[src/rtl/display_rega_mux.sv]
// Multiplexed 7-segment driver for irrigation zone status: one digit per zone,
// showing '-', 'A' (sprinkler), 'G' (drip) or a blinking 'E' when both are on.
module display_rega_mux #(
    parameter int NUM_DIGITS  = 4,
    parameter int SCAN_DIV    = 1000,
    parameter int BLINK_SCANS = 64
) (
    input  logic                  clk,
    input  logic                  rst_n,
    input  logic                  enable,
    input  logic                  lamp_test,
    input  logic [NUM_DIGITS-1:0] aspersao,
    input  logic [NUM_DIGITS-1:0] gotejamento,
    output logic [6:0]            seg,
    output logic [NUM_DIGITS-1:0] an,
    output logic                  frame_done
);
    localparam int PW = $clog2(SCAN_DIV);
    localparam int IW = (NUM_DIGITS > 1) ? $clog2(NUM_DIGITS) : 1;
    localparam int FW = (BLINK_SCANS > 1) ? $clog2(BLINK_SCANS) : 1;

    localparam logic [6:0] GLYPH_DASH  = 7'h40;
    localparam logic [6:0] GLYPH_A     = 7'h77;
    localparam logic [6:0] GLYPH_G     = 7'h3D;
    localparam logic [6:0] GLYPH_E     = 7'h79;
    localparam logic [6:0] GLYPH_BLANK = 7'h00;
    localparam logic [6:0] GLYPH_ALL   = 7'h7F;

    logic [PW-1:0]         presc;
    logic [IW-1:0]         idx;
    logic [FW-1:0]         frame_cnt;
    logic                  blink_phase;
    logic                  tick;
    logic                  idx_last;
    logic                  asp_bit;
    logic                  got_bit;
    logic [NUM_DIGITS-1:0] an_sel;
    logic [6:0]            glyph;
    logic [6:0]            seg_next;
    logic [NUM_DIGITS-1:0] an_next;

    assign tick     = (presc == PW'(SCAN_DIV - 1));
    assign idx_last = (idx == IW'(NUM_DIGITS - 1));

    // Zone selection by compare rather than variable index keeps NUM_DIGITS=1 clean.
    always_comb begin
        asp_bit = 1'b0;
        got_bit = 1'b0;
        an_sel  = '0;
        for (int i = 0; i < NUM_DIGITS; i++) begin
            if (idx == IW'(i)) begin
                asp_bit   = aspersao[i];
                got_bit   = gotejamento[i];
                an_sel[i] = 1'b1;
            end
        end
    end

    always_comb begin
        unique case ({asp_bit, got_bit})
            2'b10:   glyph = GLYPH_A;
            2'b01:   glyph = GLYPH_G;
            2'b11:   glyph = blink_phase ? GLYPH_BLANK : GLYPH_E;
            default: glyph = GLYPH_DASH;
        endcase
    end

    always_comb begin
        seg_next = GLYPH_BLANK;
        an_next  = '0;
        if (lamp_test) begin
            seg_next = GLYPH_ALL;
            an_next  = '1;
        end else if (enable) begin
            seg_next = glyph;
            an_next  = an_sel;
        end
    end

    always_ff @(posedge clk or negedge rst_n) begin
        if (!rst_n) begin
            presc       <= '0;
            idx         <= '0;
            frame_cnt   <= '0;
            blink_phase <= 1'b0;
            seg         <= '0;
            an          <= '0;
            frame_done  <= 1'b0;
        end else begin
            presc      <= tick ? '0 : presc + 1'b1;
            frame_done <= tick && idx_last;
            seg        <= seg_next;
            an         <= an_next;
            if (tick)
                idx <= idx_last ? '0 : idx + 1'b1;
            // Blink cadence is driven by completed scans, counted on the pulse itself.
            if (frame_done) begin
                if (frame_cnt == FW'(BLINK_SCANS - 1)) begin
                    frame_cnt   <= '0;
                    blink_phase <= ~blink_phase;
                end else begin
                    frame_cnt <= frame_cnt + 1'b1;
                end
            end
        end
    end
endmodule

[config.mk]
export PLATFORM = sky130hd
export DESIGN_NAME = display_rega_mux
export DESIGN_NICKNAME = d
export VERILOG_FILES = /design/src/rtl/display_rega_mux.sv
export SDC_FILE = /design/constraint.sdc
export NUM_CORES = 1
export LEC_CHECK = 0
export BUFFER_PORTS_ARGS = -buffer_cell sky130_fd_sc_hd__buf_2
export CAP_MARGIN = 20
export CORE_ASPECT_RATIO = 1.25
export CORE_MARGIN = 10
export CORE_UTILIZATION = 46
export DETAILED_ROUTE_END_ITERATION = 10
export HOLD_SLACK_MARGIN = 0.12
export PLACE_DENSITY = 0.67
export SKIP_LAST_GASP = 1
export SLEW_MARGIN = 0
export SYNTH_ARGS = -nofsm -noshare
export SYNTH_HDL_FRONTEND = slang
export SYNTH_SLANG_ARGS = --single-unit
[constraint.sdc]
create_clock -name clk -period 4 [get_ports clk]
set_clock_uncertainty 0.15 [all_clocks]
set_input_delay 0.6 -clock clk [delete_from_list [all_inputs] [get_ports clk]]
set_output_delay 0.6 -clock clk [all_outputs]
set_load 0.02 [all_outputs]
Word level (Yosys, flattened, before mapping)
Cells that the tools add are included.
Widths: inputs -> output; s select.
{ "classes": {"n_mul": 0, "n_mux": 21, "n_lt_le_gt_ge": 0, "shifts": 0, "n_addsub": 3, "div": 0, "bitwise": 1, "reduce_logical": 3, "n_eq_ne": 8} }
{ "ops": {"columns": ["operator", "count"], "rows": [
  ["$mux 7", 3],
  ["$pmux 7 s3", 1],
  ["$mux 1", 12],
  ["$add 10x1->10 const B", 1],
  ["$eq 10x10->1 const B", 1],
  ["$mux 10", 1],
  ["$eq 2x2->1 const B", 4],
  ["$mux 4", 2],
  ["$add 6x1->6 const B", 1],
  ["$eq 6x6->1 const B", 1],
  ["$mux 6", 1],
  ["$eq 2x1->1 const B", 2],
  ["$add 2x1->2 const B", 1],
  ["$logic_not 2->1", 1],
  ["$mux 2", 1],
  ["$reduce_and 2->1", 1],
  ["$logic_and 1x1->1", 1],
  ["$not 1->1", 1]
]} }
{ "totals": {"latchBits": 0, "register_bits": 31, "n_memories": 0, "rom_bits": 0, "output_inout_bits": 12, "ram_bits": 0} }

Longest topological paths before layout
{ "depth": {"ltp_word": 9, "depth_mapped": 8, "mapped_depth_nobuf": 8} }

Worst setup path after synthesis
Ideal clock, no wire load.
{ "synth_timing": {"path_type": "register to register", "start": "reg idx[0]", "end": "reg seg[5]", "slack_ns": 1.785, "n_path_buf": 1, "arrival_time_ns": 1.938, "stages_incl_launch_ff": 9, "cell_sequence": "dfrtp_1 ha_1 buf_4 nor2b_1 a211oi_2 inv_1 ha_1 nand2b_1 a311o_1"} }
{ "synth_via": {"elab_chain_cells": 9, "elab_cells_between_ends": 18, "cone_classes": "6 x eq/ne; 11 x mux; 1 x reduce/logical"} }
{ "synth_lines": {"columns": ["item", "line", "source"], "rows": [
  ["start, declared", "30", "logic [IW-1:0] idx;"],
  ["start signal, assigned", "95", "idx <= idx_last ? '0 : idx + 1'b1;"],
  ["$logic_not 2->1", "51", "if (idx == IW'(i)) begin"],
  ["$mux 1 (4 in series)", "51", null],
  ["$eq 2x2->1 or $eq 2x1->1 (tied branches)", "60", "unique case ({asp_bit, got_bit})"],
  ["$pmux 7 s3 (*)", "60", null],
  ["$mux 7 (*)", "74", "end else if (enable) begin"],
  ["$mux 7 (*)", "71", "if (lamp_test) begin"],
  ["end signal, assigned", "92", "seg <= seg_next;"],
  ["end, declared", "14", "output logic [6:0] seg,"]
]} }
Every way passes the cells marked *; elsewhere a longest branch is shown, timed or not.
A chain may end at the register's enable or synchronous reset.

Final worst setup path
Ends and elaborated chain as after synthesis.

==> impl_metrics.csv <==
group,metric,value,unit
floorplan,start_util,48.27,%
placement,port_buffers,23,
floorplan,io_pins,24,
finish,nFillCells,263,
job,drv_cap,0,
clocking,insertion_delay,330,ps
finish,drive_gt1_share,22.78,%
sta,tns,0,ps
setup_path,cp_data_required_time,4070,ps
clocking,clock_sinks,29,
clocking,ctsResizeCount,0,
sta,fmax,424.8,MHz
power_and_ir_drop,power-per-cell-area,321.1,nW/µm²
detailed_routing,first_pass_iters,4,
setup_path,cp_common_cell,"ha_1",
detailed_routing,route.antenna.remaining_nets,0,
floorplan,die_w,69.96,µm
synthesis,yosys.area.top_type,"dfrtp_1",
setup_path,max_stage_delay,420,ps
clocking,post_cts_buffers,0,
finish,nets,179,
setup_path,regToRegSetupSlack,1650,ps
setup_path,cp-start-kind,"register",
detailed_routing,dr_wl_met2,1349,µm
detailed_routing,routed.top_layer,"met4",
detailed_routing,vias_per_cell,5.196,
setup_path,cp_slowest_cell,"dfrtp_1",
sta,fin_ws,1646,ps
sta,finalSetupViolations,0,
synthesis,synth_top_area_share,50.57,%
synthesis,synth-edff-count,0,
sta,finalCritPeriodShare,58.85,%
power_and_ir_drop,p_leak,0.7917,nW
clocking,root_buffer,"clkbuf_4",
synthesis,syn_avg_cell_area,10.87,µm²
synthesis,synth.area.top_cells,"dfrtp_1 51%, ha_1 8.7%, a21o_1 3.7%, xnor2_1 3.7%, nor2_1 2.6%",
clocking,cts_hold_buf,0,
clocking,cts_htree_levels,2,
power_and_ir_drop,total_power,0.0005211,W
setup_path,rr_worst_depth,7,
clocking,clock_path_buffers,2,
detailed_routing,drc,0,
setup_path,cp_max_fo,9,
outcome,status,"completed",
detailed_routing,wl_per_cell,13.93,µm
synthesis,syn_area,1435,µm²
setup_path,crit_family,"compound AO/OA/AOI/OAI gates",
global_routing,antenna_found_initial,0,
detailed_routing,routed-wl-met3,164,µm
floorplan,coreArea,2973,µm²
finish,fin_area,1623,µm²
setup_path,critPathKind,"reg2reg",
synthesis,ys_ff_latch,29,
finish,diodes,0,
setup_path,endpoint_kind,"register",
synthesis,syn_nets,154,
setup_path,crit_cells,7,
floorplan,dieArea,5768,µm²
clocking,cts_buffers,5,
detailed_routing,drtIter0Drc,49,
synthesis,synthFlopType,"dfrtp_1",
setup_path,cp_cell_sequence,"ha_1, nor2b_1, a211oi_2, inv_1, ha_1, nand2b_1, a311o_1",
synthesis,syn_inst,132,
clocking,cts_tree,"built",
clocking,clkSlewWorstSetupHoldPaths,100,ps
global_routing,grt_overflow_total,0,
synthesis,async_reset_ff_share,100.0,%
detailed_routing,wirelength,2703,µm
sta,period_needed,2354,ps
global_routing,grt_max_degree,30,
floorplan,die_h,82.45,µm
global_routing,grt_usage,9.990,%
detailed_routing,wirelength_met1,1157,µm
sta,drv_slew,0,
synthesis,ys_warn_count,0,
floorplan,rows,22,
placement,placed_area,1568,µm²
power_and_ir_drop,ir_drop,0.2360,mV
synthesis,ys_types,36,
global_routing,grt_pass1_wl,4692,µm
finish,synthToLayoutAreaGrowth,13.08,%
synthesis,synth_seq_area_share,50.57,%
placement,finalWeightedCongestion,0.7518,
sta,max_slew.worst_pin.slew,872.3,ps
worst_hold_path,worstHoldPathType,"in2async",
placement,preCtsSetupSlack,1658,ps
sta,rsz0062_at_grt,"false",
global_routing,grt_pass1_vias,1068,
placement,place_hpwl,2035,µm
detailed_routing,num_vias,1008,
setup_path,cp.buffers_inverters,1,
setup_path,cp.arrival,2420,ps
sta,hold_viol_final,0,
sta,relSlewSlack,41.31,%
==> cell type report <==
| type | instances | area (µm²) | area share, % |
|---|---|---|---|
| Clock buffer | 5 | 37.54 | 2.313 |
| Clock inverter | 3 | 17.52 | 1.079 |
| Inverter | 5 | 18.77 | 1.157 |
| Multi-Input combinational cell | 92 | 655.6 | 40.40 |
| Sequential cell | 29 | 725.7 | 44.72 |
| Tap cell | 36 | 45.04 | 2.776 |
| Timing Repair Buffer | 24 | 122.6 | 7.556 |
==> cell families (layout without fill, tap and decap cells) <==
kind of cell,Yosys count,in the layout,synth area share [%]
adders and majority gates,10,10,8.718
and+or+nand+nor,47,47,17.00
xor gates and xnor gates,10,10,6.103
DFF,29,29,50.57
muxes,2,2,1.482
buffers and inverters,11,37,3.748
AOI/OAI and AO/OA,23,23,12.38
==> stage by stage <==
| stage | hold slack [ps] | cells | util (%) |
|---|---|---|---|
| 2_1_floorplan | 154.4 | 132 | - |
| 3_3_place_gp | 308.5 | 186 | 52.74 |
| 3_5_place_dp | 310.5 | 186 | 52.74 |
| 4_1_cts | 132.2 | 194 | 54.59 |
| 5_1_grt | 129.8 | 194 | 54.59 |
| 6_report | 117.9 | 194 | 54.59 |
==> layout by cell type, fill, tap and decap left out, types with 2 or more instances in the layout <==
cell type and instances:
xor2_1 4, buf_2 23, or3_1 2, o21ai_0 5
a211oi_1 2, ha_1 10, nor3b_1 2, dfrtp_1 29
nand3b_1 2, xnor2_1 6, nand2b_1 3, nand2_1 9
clkinv_2 2, inv_1 4, nor4_1 2, a21oi_1 2
nor3_1 3, nor2_1 10, nand3_1 5, nor2b_1 4
and3_1 2, clkbuf_4 5, a21o_1 7
==> state kept, by name, indices dropped and copies added, names as in the netlist <==
name	count
idx	2
an	4
frame_done	1
blink_phase	1
frame_cnt	6
seg	5
presc	10
==> worst reg2reg max path: cells and delay by family, from the launching register on <==
| family | cells | cell delay, ps |
|---|---|---|
| AOI/OAI and AO/OA | 2 | 750 |
| adders and majority gates | 2 | 500 |
| buffers and inverters | 1 | 120 |
| DFF | 1 | 420 |
| and+or+nand+nor | 2 | 300 |
==> synth_stat cells (2+ instances only) <==
cell	number
nor2b_1	4
or3_1	2
nor4_1	2
and3_1	2
a211oi_1	2
xnor2_1	6
buf_4	3
nor2_1	10
ha_1	10
nand2_1	9
nand3_1	5
a21o_1	7
nand3b_1	2
xor2_1	4
inv_1	4
dfrtp_1	29
o21ai_0	5
a21oi_1	2
nor3_1	3
nand2b_1	3
clkbuf_1	2
nor3b_1	2
==> per-layer routing <==
layer | global-route usage (%) | up-vias
met5 | 0 | -
met1 | 10.49 | 483
li1 | - | 502
met2 | 17.33 | 19
met4 | 3.557 | 0
met3 | 4.773 | 4
==> where the power goes <==
part | internal [W] | switching (W)
registers | 0.000299 | 0.00000162
logic | 0.0000163 | 0.0000294
clock network | 0.0000661 | 0.000109
total | 0.000381 | 0.000140
==> final timing paths <==
path / startpoint / endpoint
min in group clk: blink_phase / blink_phase
min: rst_n / frame_cnt[5]
max reg2reg: idx[0] / seg[5]
max in group asynchronous: rst_n / an[2]
min reg2reg: blink_phase / blink_phase
max: idx[0] / seg[5]
No activity file was read; power rests on OpenSTA's default activity.
